`config.mk`:
```
export PLATFORM = sky130hd
export DESIGN_NAME = sw_wavefront_sched
export DESIGN_NICKNAME = d
export VERILOG_FILES = /design/src/rtl/sw_wavefront_sched.sv
export SDC_FILE = /design/constraint.sdc
export NUM_CORES = 1
export LEC_CHECK = 0
export BUFFER_PORTS_ARGS = -buffer_cell sky130_fd_sc_hd__buf_2
export CORE_MARGIN = 1.5
export CORE_UTILIZATION = 54
export CTS_CLUSTER_SIZE = 16
export DETAILED_ROUTE_END_ITERATION = 6
export GPL_ROUTABILITY_DRIVEN = 0
export PLACE_DENSITY = 0.84
export SLEW_MARGIN = 0
export SYNTH_ARGS = -nofsm -noshare
export SYNTH_HDL_FRONTEND = slang
export SYNTH_SLANG_ARGS = --single-unit
export TNS_END_PERCENT = 100
```
`constraint.sdc`:
```
create_clock -name clk -period 7.7 [get_ports clk]
set_input_delay 1.54 -clock clk [delete_from_list [all_inputs] [get_ports clk]]
set_output_delay 1.54 -clock clk [all_outputs]
set_load 0.005 [all_outputs]
```
`src/rtl/sw_wavefront_sched.sv`:
```
// sw_wavefront_sched: anti-diagonal step sequencer for the Smith-Waterman PE array.
// Walks every strip of NPE query rows across the whole reference and drives the
// per-PE enables, the reference/query addressing and the inter-strip H boundary
// buffer. Every output comes straight from a flop.
// Optional feature macro: SW_SCHED_PERF_EN (stall_cycles performance counter).
module sw_wavefront_sched #(
    parameter int unsigned NPE       = 4,
    parameter int unsigned LEN_R     = 64,
    parameter int unsigned LEN_Q     = 48,
    parameter int unsigned DRAIN_CYC = 2,
    localparam int unsigned NSTRIP = LEN_Q / NPE,
    localparam int unsigned NSTEP  = LEN_R + NPE - 1,
    localparam int unsigned SW     = (NSTRIP > 1) ? $clog2(NSTRIP) : 1,
    localparam int unsigned CW     = (NSTEP > 1) ? $clog2(NSTEP) : 1,
    localparam int unsigned AW     = (LEN_R > 1) ? $clog2(LEN_R) : 1,
    localparam int unsigned QW     = (LEN_Q > 1) ? $clog2(LEN_Q) : 1
) (
    input  logic           clk,
    input  logic           reset,
    input  logic           start,
    input  logic           step_ready,
    output logic           step_valid,
    output logic [NPE-1:0] pe_en,
    output logic [SW-1:0]  strip,
    output logic [CW-1:0]  col,
    output logic [AW-1:0]  ref_addr,
    output logic [QW-1:0]  qry_base,
    output logic           first_strip,
    output logic           bnd_rd_en,
    output logic [AW-1:0]  bnd_rd_addr,
    output logic           bnd_wr_en,
    output logic [AW-1:0]  bnd_wr_addr,
    output logic           busy,
    output logic           done,
    output logic [15:0]    stall_cycles
);

    localparam int unsigned DCW = (DRAIN_CYC > 1) ? $clog2(DRAIN_CYC) : 1;

    typedef enum logic [1:0] {IDLE, RUN, DRAIN, DONE} state_t;

    state_t         state_q, state_d;
    logic [SW-1:0]  strip_q, strip_d;
    logic [CW-1:0]  col_q, col_d;
    logic           valid_q, valid_d;
    logic [DCW-1:0] drain_q, drain_d;

    logic [NPE-1:0] pe_en_q, pe_en_d;
    logic [AW-1:0]  addr_q, addr_d;
    logic [AW-1:0]  wr_addr_q, wr_addr_d;
    logic [QW-1:0]  qry_q, qry_d;
    logic           first_q, first_d;
    logic           rd_en_q, rd_en_d;
    logic           wr_en_q, wr_en_d;
    logic           busy_q, busy_d;
    logic           done_q, done_d;

    logic           commit;

    assign commit = valid_q && step_ready;

    // Next-state logic: step sequencing through strips and columns, drain, done.
    always_comb begin
        state_d = state_q;
        strip_d = strip_q;
        col_d   = col_q;
        valid_d = valid_q;
        drain_d = drain_q;
        case (state_q)
            IDLE: begin
                if (start) begin
                    state_d = RUN;
                    strip_d = '0;
                    col_d   = '0;
                    valid_d = 1'b1;
                end
            end
            RUN: begin
                if (commit) begin
                    if (col_q != CW'(NSTEP - 1)) begin
                        col_d = col_q + CW'(1);
                    end else if (strip_q != SW'(NSTRIP - 1)) begin
                        col_d   = '0;
                        strip_d = strip_q + SW'(1);
                    end else begin
                        // strip/col return to zero so the idle address outputs read 0
                        valid_d = 1'b0;
                        col_d   = '0;
                        strip_d = '0;
                        drain_d = '0;
                        state_d = (DRAIN_CYC == 0) ? DONE : DRAIN;
                    end
                end
            end
            DRAIN: begin
                if (drain_q == DCW'(DRAIN_CYC - 1)) begin
                    state_d = DONE;
                end else begin
                    drain_d = drain_q + DCW'(1);
                end
            end
            DONE: begin
                state_d = IDLE;
            end
            default: begin
                state_d = IDLE;
                valid_d = 1'b0;
            end
        endcase
    end

    // Output pre-computation from next state so that every output is a flop.
    always_comb begin
        pe_en_d = '0;
        for (int unsigned k = 0; k < NPE; k++) begin
            pe_en_d[k] = valid_d && (32'(col_d) >= k) && ((32'(col_d) - k) < LEN_R);
        end
        first_d   = valid_d && (strip_d == '0);
        rd_en_d   = pe_en_d[0] && !first_d;
        wr_en_d   = pe_en_d[NPE-1] && (strip_d != SW'(NSTRIP - 1));
        addr_d    = valid_d ? AW'(col_d) : '0;
        wr_addr_d = valid_d ? AW'(col_d - CW'(NPE - 1)) : '0;
        qry_d     = valid_d ? QW'(32'(strip_d) * NPE) : '0;
        busy_d    = (state_d != IDLE);
        done_d    = (state_d == DONE);
    end

    // State and output registers; asynchronous reset aborts any run.
    always_ff @(posedge clk or posedge reset) begin
        if (reset) begin
            state_q   <= IDLE;
            strip_q   <= '0;
            col_q     <= '0;
            valid_q   <= 1'b0;
            drain_q   <= '0;
            pe_en_q   <= '0;
            addr_q    <= '0;
            wr_addr_q <= '0;
            qry_q     <= '0;
            first_q   <= 1'b0;
            rd_en_q   <= 1'b0;
            wr_en_q   <= 1'b0;
            busy_q    <= 1'b0;
            done_q    <= 1'b0;
        end else begin
            state_q   <= state_d;
            strip_q   <= strip_d;
            col_q     <= col_d;
            valid_q   <= valid_d;
            drain_q   <= drain_d;
            pe_en_q   <= pe_en_d;
            addr_q    <= addr_d;
            wr_addr_q <= wr_addr_d;
            qry_q     <= qry_d;
            first_q   <= first_d;
            rd_en_q   <= rd_en_d;
            wr_en_q   <= wr_en_d;
            busy_q    <= busy_d;
            done_q    <= done_d;
        end
    end

    assign step_valid  = valid_q;
    assign pe_en       = pe_en_q;
    assign strip       = strip_q;
    assign col         = col_q;
    assign ref_addr    = addr_q;
    assign qry_base    = qry_q;
    assign first_strip = first_q;
    assign bnd_rd_en   = rd_en_q;
    assign bnd_rd_addr = addr_q;
    assign bnd_wr_en   = wr_en_q;
    assign bnd_wr_addr = wr_addr_q;
    assign busy        = busy_q;
    assign done        = done_q;

`ifdef SW_SCHED_PERF_EN
    logic [15:0] stall_q;

    // Saturating count of presented-but-not-accepted steps; cleared when a run starts.
    always_ff @(posedge clk or posedge reset) begin
        if (reset) begin
            stall_q <= '0;
        end else if ((state_q == IDLE) && start) begin
            stall_q <= '0;
        end else if (valid_q && !step_ready && (stall_q != '1)) begin
            stall_q <= stall_q + 16'd1;
        end
    end

    assign stall_cycles = stall_q;
`else
    assign stall_cycles = '0;
`endif

endmodule

```
==> summary.txt, run 1 <==
Clock network
  – Clock-pin slew on the worst setup and hold paths: roughly 80 ps
  – Clk sinks: 40
  – H-tree Lvls: 2
  – Buffers inserted by post-CTS timing repair: 0
  – Clock tree from TritonCTS: built
  – Number of buffers on the longest clock path: 2
  – Clk Latency, worst-skew pair: approximately 300 ps
  – CTS-repair resized insts: 0
  – Inserted Clock Buffers: 5
  – CTS root buf: sky130_fd_sc_hd__clkbuf_8
  – Hold-fix buffers at CTS: 0

Die
  – Starting utilization of the core area: 0.5608
  – Site Rows: 22
  – I/O pin cnt: 65
  – Die Outline Area: around 4200 um2
  – Overall die width: 64.66 um
  – Die span in y: between 60 and 70 um
  – Core Region: 3661 um2

Timing
  – Fin Clk Skew: 6.513 ps
  – Worst Tran Pin Value: 724.8 ps
  – Min cycle time layout: roughly 3200 ps
  – Share of the cycle needed by the critical path after routing: 0.4104
  – Aggregate negative setup slack: 0 ps
  – Final hold vios: 0
  – Tightest slew margin relative to the limit: 0.5168
  – Final setup vio count: 0
  – RSZ-0062 raised after global routing: false
  – Max-slew violations: 0
  – Max Fclk: ~320 MHz

Logic synthesis
  – Synthesized area: 2053 um2
  – Post-synth top flop: sky130_fd_sc_hd__dfrtp_1
  – Warnings from Yosys: 0
  – Synthesized instance count: roughly 200
  – Sequential area share after synthesis: 0.4875
  – Number of synthesized flops with an enable pin: 0
  – FF+latch count, synth: 40
  – Number of different library cells in the post-synthesis netlist: 51
  – Proportion of register bits with asynchronous set or reset after synthesis: 1.000
  – Mapped Avg Cell Area: between 10 and 15 um2

Route
  – Routed WL per cell: 13.88 um
  – Detailed-route via count: between 1500 and 2000
  – Average vias per placed instance: 5.302
  – DR pass1 iterations: 4
  – Drt drc: 0
  – Total length of routed wires: 4.095 mm
  – Remaining antenna violation count after routing: 0
  – 1st-iter DRT viols: approximately 180

Outcome
  – Outcome: finished, final reports clean

Cells and area
  – Area growth, synth to finish: 14.75%
  – Final instance area: roughly 2400 um2
  – Commonest non-fill, non-tap cells in the layout: sky130_fd_sc_hd__buf_2, sky130_fd_sc_hd__dfrtp_1, sky130_fd_sc_hd__nor2_1
  – Leading cell type in the layout, fill and taps excluded: sky130_fd_sc_hd__buf_2
  – Ant diodes: 0
  – Fraction of layout instances using a drive strength above 1: 0.2874
  – Nets@finish: around 260

Placed design
  – Placed cell areas: around 2200 um2
  – I/O Buffers: 46
  – Placed wire-length estimate: 2.913 mm

Critical path
  – Reg-to-reg slack, setup: between 4000 and 5000 ps
  – Crit Path Max Fanout: 7
  – Critical Path Sink Type: flop
  – Worst reg2reg startpoint: col[0]
  – Category of the critical setup timing path: in -> reg
  – Critical path required time: slightly below 8000 ps
  – Worst reg2reg path endpoint: bnd_wr_en
  – Number of cells on the worst reg-to-reg path: 9
  – Worst Setup Start Kind: input port
  – Endpoint arrival time on the critical path: between 3000 and 4000 ps

Global route
  – Largest net degree at the start of global routing: 41
  – Wire length of the first global-routing pass: slightly above 7 mm
  – Global router's overall resource usage: 0.2239
  – Sum of overflow across all layers after global routing: 0
  – Number of global-route vias before repair: approximately 1500
  – Initial antenna violation count: 0

Hold path
  – Class of the tightest hold or removal check: reg -> reg
  – Hold path endpoint: done
  – Hold path depth: 2
  – HP Start: drain_q

Pwr
  – Ratio of total power to cell area: between 300 and 400 nW/um2
  – Static power due to leakage: around 0.0012 uW
  – Tot Pwr: 713.8 uW
  – Largest voltage drop on the vdd net: around 170 uV

Run
  – Number of max-cap violations: 0
==> synthesized netlist by cell type, types with 2 or more instances <==
cell type | number | area (um2)
sky130_fd_sc_hd__dfrtp_1 | 40 | 1001
sky130_fd_sc_hd__nand4_1 | 2 | 12.51
sky130_fd_sc_hd__a21oi_1 | 9 | 45.04
sky130_fd_sc_hd__a211oi_1 | 2 | 15.01
sky130_fd_sc_hd__a22oi_4 | 2 | 42.54
sky130_fd_sc_hd__nand3_1 | 4 | 20.02
sky130_fd_sc_hd__ha_1 | 5 | 62.56
sky130_fd_sc_hd__nor4_1 | 2 | 12.51
sky130_fd_sc_hd__a31oi_1 | 4 | 25.02
sky130_fd_sc_hd__nor3b_1 | 3 | 22.52
sky130_fd_sc_hd__buf_2 | 3 | 15.01
sky130_fd_sc_hd__and2_1 | 3 | 18.77
sky130_fd_sc_hd__inv_1 | 12 | 45.04
sky130_fd_sc_hd__nand2b_1 | 3 | 18.77
sky130_fd_sc_hd__or4_1 | 2 | 15.01
sky130_fd_sc_hd__xnor2_1 | 3 | 26.28
sky130_fd_sc_hd__nor2b_1 | 3 | 18.77
sky130_fd_sc_hd__nand2_1 | 10 | 37.54
sky130_fd_sc_hd__buf_4 | 24 | 180.2
sky130_fd_sc_hd__nand3b_1 | 2 | 15.01
sky130_fd_sc_hd__nor2_1 | 20 | 75.07
sky130_fd_sc_hd__and3_1 | 3 | 18.77
sky130_fd_sc_hd__o21ai_0 | 5 | 25.02
sky130_fd_sc_hd__nor3_1 | 8 | 40.04
==> sequential cells by signal, indices dropped and copies added (netlist names) <==
name         flops
done             1
busy             1
strip            4
qry_base         4
bnd_wr_addr      6
state_q          2
drain_q          1
step_valid       1
first_strip      1
bnd_wr_en        1
col              7
pe_en            4
bnd_rd_addr      6
bnd_rd_en        1
==> per-layer routing <==
layer | GRT usage | wire length, um | vias to the layer above
met3 | 0.04688 | 226 | 7
met5 | 0 | 0 | -
met4 | 0.1277 | 69 | 0
met2 | 0.3490 | 1987 | 59
li1 | - | - | 746
met1 | 0.2906 | 1812 | 752
==> cells by family (layout without fill, tap and decap cells) <==
logic type / count (synthesis) / after routing / share of synthesized area
AOI/OAI and AO/OA: 34 / 34 / 0.1335
DFF: 40 / 40 / 0.4875
other: 1 / 18 / 0.001826
adders and majority gates: 5 / 5 / 0.03047
buffers and inverters: 41 / 70 / 0.1219
xor gates and xnor gates: 4 / 4 / 0.01707
and+or+nand+nor: 76 / 76 / 0.2078
==> per-stage QoR <==
| step | hold slack, ps | cells | utilization | setup slack [ps] |
|---|---|---|---|---|
| final | 544.7 | 295 | 0.6435 | 4540 |
| after global routing | 585.3 | 295 | 0.6435 | 4406 |
| after CTS | 543.4 | 295 | 0.6435 | 4539 |
| after detailed placement | 534.0 | 287 | 0.6104 | 4240 |
| after global placement | 526.9 | 287 | 0.6104 | 4312 |
| after floorplan | 506.2 | 218 | - | 4486 |
==> worst max-delay path, cell delays in order <==
cell                       delay [ps]
sky130_fd_sc_hd__buf_2            100
sky130_fd_sc_hd__o21bai_1         180
sky130_fd_sc_hd__a21o_1           270
sky130_fd_sc_hd__a22oi_4          270
sky130_fd_sc_hd__inv_4             80
sky130_fd_sc_hd__ha_1             250
sky130_fd_sc_hd__or4_4            560
sky130_fd_sc_hd__a21oi_2          150
==> where the power goes <==
part           switching (uW)  internal [uW]
clock network            74.9            106
logic                     129            111
registers                34.2            258
==> how the worst max path moves through the flow <==
stage	from	to	slack, ps
after detailed placement	start	bnd_wr_en	4240
after global placement	start	bnd_wr_en	4310
final	start	bnd_wr_en	4540
after floorplan	start	bnd_wr_en	4490
after global routing	start	bnd_wr_en	4410
after CTS	start	bnd_wr_en	4540
==> final cells by class <==
cell class                      count  area (um2)
Multi-Input combinational cell    137       873.3
Clock buffer                        6       82.58
Sequential cell                    40        1001
Inverter                           14       55.05
Clock inverter                      2       38.79
Tap cell                           48       60.06
Timing Repair Buffer               48       245.2
Fill cell                         318        1305
Note: power is estimated with default switching activity, not from simulation.
==> inputs of run 2 (changes only) <==
--- a/config.mk
+++ b/config.mk
@@ -7,11 +7,11 @@
 export LEC_CHECK = 0
 export BUFFER_PORTS_ARGS = -buffer_cell sky130_fd_sc_hd__buf_2
 export CORE_MARGIN = 1.5
-export CORE_UTILIZATION = 54
+export CORE_UTILIZATION = 46
 export CTS_CLUSTER_SIZE = 16
 export DETAILED_ROUTE_END_ITERATION = 6
 export GPL_ROUTABILITY_DRIVEN = 0
-export PLACE_DENSITY = 0.84
+export PLACE_DENSITY = 0.76
 export SLEW_MARGIN = 0
 export SYNTH_ARGS = -nofsm -noshare
 export SYNTH_HDL_FRONTEND = slang
==> constraint.sdc (replaced) <==
create_clock -name clk -period 2.8 [get_ports clk]
set_input_delay 0.56 -clock clk [delete_from_list [all_inputs] [get_ports clk]]
set_output_delay 0.56 -clock clk [all_outputs]
set_load 0.005 [all_outputs]
==> run 2 against run 1 <==
  * Critical path depth is 1 higher
  * Combinational power grew to 3.1 times the previous value
  * Sequential share of layout area is 1.0 points lower
  * Critical endpoint unchanged
==> summary.txt, run 2 (synthesis gave the netlist of run 1 again) <==
Outcome
  – Outcome: finished, final reports clean

Clock network
  – Clock tree from TritonCTS: built
  – Inserted Clock Buffers: 5
  – CTS root buf: sky130_fd_sc_hd__clkbuf_8
  – CTS-repair resized insts: 0
  – Buffers inserted by post-CTS timing repair: 0
  – Hold-fix buffers at CTS: 0
  – H-tree Lvls: 2
  – Clk Latency, worst-skew pair: ~290 ps
  – Number of buffers on the longest clock path: 2
  – Clock-pin slew on the worst setup and hold paths: 80 ps
  – Clk sinks: 40

Timing
  – Worst Tran Pin Value: around 550 ps
  – Final setup vio count: 0
  – Share of the cycle needed by the critical path after routing: 0.9498
  – Final hold vios: 0
  – Tightest slew margin relative to the limit: 0.6340
  – Fin Clk Skew: just over 7 ps
  – RSZ-0062 raised after global routing: false
  – Max-slew violations: 0
  – Max Fclk: 376.0 MHz
  – Aggregate negative setup slack: 0 ps
  – Min cycle time layout: 2660 ps

Cells and area
  – Number of flip-flops in the largest register: 7
  – Ant diodes: 0
  – Nets@finish: 264
  – Leading cell type in the layout, fill and taps excluded: sky130_fd_sc_hd__buf_2
  – Fraction of layout instances using a drive strength above 1: 0.3086
  – Commonest non-fill, non-tap cells in the layout: sky130_fd_sc_hd__buf_2, sky130_fd_sc_hd__dfrtp_1, sky130_fd_sc_hd__nor2_1
  – Area growth, synth to finish: 17.61%
  – Final Util: 0.5584

Critical path
  – CP max stage delay: ~550 ps
  – Cell-by-cell trace of the critical path: inv_1, ha_1, or4b_4, or2_4, a22oi_4, inv_4, ha_1, or4_4, a21oi_2
  – Worst reg2reg path endpoint: bnd_wr_en
  – Number of cells on the worst reg-to-reg path: 9
  – End point of the critical path: bnd_wr_en
  – Endpoint arrival time on the critical path: ~2900 ps
  – Reg-to-reg slack, setup: 140 ps
  – Worst Setup Start Kind: flop
  – Category of the critical setup timing path: reg -> reg
  – Worst Setup SP: col[0]
  – Critical Path Sink Type: flop
  – Critical path required time: just over 3000 ps
  – Highest-delay cell along the critical path: sky130_fd_sc_hd__or4_4
  – Crit path top cell by count: sky130_fd_sc_hd__ha_1
  – Crit Path Max Fanout: 6
  – Crit path depth: 9
  – Worst reg2reg startpoint: col[0]
  – Critical path's top delay family: simple AND/OR/NAND/NOR gates
  – Number of buffers and inverters on the critical path: 2

Die
  – Starting utilization of the core area: 0.4748
  – Die Outline Area: 4873 um2
  – Core Region: 4324 um2
  – Die span in y: between 60 and 70 um
  – Site Rows: 24
  – Overall die width: about 70 um
  – I/O pin cnt: 65

Pwr
  – Static power due to leakage: between 0.001 and 0.0015 uW
  – Ratio of total power to cell area: between 800 and 900 nW/um2
  – Tot Pwr: between 1500 and 2000 uW
  – Largest voltage drop on the vdd net: ~470 uV

Global route
  – Number of global-route vias before repair: 1540
  – Initial antenna violation count: 0
  – Largest net degree at the start of global routing: 41
  – Global router's overall resource usage: 0.1866
  – Wire length of the first global-routing pass: around 7 mm
  – Sum of overflow across all layers after global routing: 0

Route
  – DR pass1 iterations: 4
  – Detailed-route via count: 1615
  – Routed WL per cell: about 14 um
  – 1st-iter DRT viols: about 110
  – Drt drc: 0
  – Total length of routed wires: 4.244 mm
  – Average vias per placed instance: around 5.2
  – Remaining antenna violation count after routing: 0

Placed design
  – I/O Buffers: 46
  – Placed wire-length estimate: approximately 3.1 mm

Run
  – Number of max-cap violations: 0

Hold path
  – Class of the tightest hold or removal check: in -> async
[run 2: changes by cell type in the layout (fill, tap and decap cells not counted)]
cell                       delta
sky130_fd_sc_hd__clkbuf_8     -1
sky130_fd_sc_hd__clkinv_2     +1
sky130_fd_sc_hd__clkinv_4     -1
sky130_fd_sc_hd__clkbuf_1     +1
sky130_fd_sc_hd__buf_4        +9
[run 2: worst min-delay path by stage]
| stage | startpoint | to | slack (ps) | depth (start not counted) |
|---|---|---|---|---|
| global route | reset | bnd_rd_en | 440 | 3 |
| detailed placement | drain_q | done | 530 | 2 |
| CTS | reset | pe_en[1] | 410 | 3 |
| finish | reset | bnd_rd_en | 380 | 3 |
| floorplan | drain_q | done | 510 | 2 |
| global placement | drain_q | drain_q | 520 | 2 |
[run 2: layer usage]
layer  up-vias  track usage  routed length [um]
met5         -            0                   0
met4         0      0.05128                  48
met3         5      0.05087                 234
met2        58       0.2984                2057
met1       786       0.2505                1904
li1        766            -                   -
[run 2: area by class of cell]
cell class,count,area [um2]
multi-input cells,137,873.3
flip-flops and latches,40,1001
fillers,427,1909
well taps,52,65.06
inverters,14,55.05
clock buffers,6,72.57
repair buffers,57,312.8
clock inverters,2,35.03
[run 2: worst min-delay path: stages]
cell                    delay, ps
sky130_fd_sc_hd__buf_2        100
sky130_fd_sc_hd__inv_1         50
sky130_fd_sc_hd__buf_4        410
[run 2: power breakdown]
group | leakage, uW | switching, uW | internal, uW
Combinational | 0.000681 | 393 | 347
Clock | 0.0000552 | 194 | 264
Sequential | 0.000503 | 59.6 | 711
Total | 0.00124 | 647 | 1320
[run 2: stage by stage]
stage	cell area, um2	std cells	setup slack (ps)	hold WS (ps)
4_1_cts	2415	308	127.4	406.5
6_report	2415	308	140.5	381.8
2_1_floorplan	2117	218	164.7	506.2
5_1_grt	2415	308	37.06	437.2
3_5_place_dp	2307	300	148.6	533.0
3_3_place_gp	2307	300	210.9	524.6
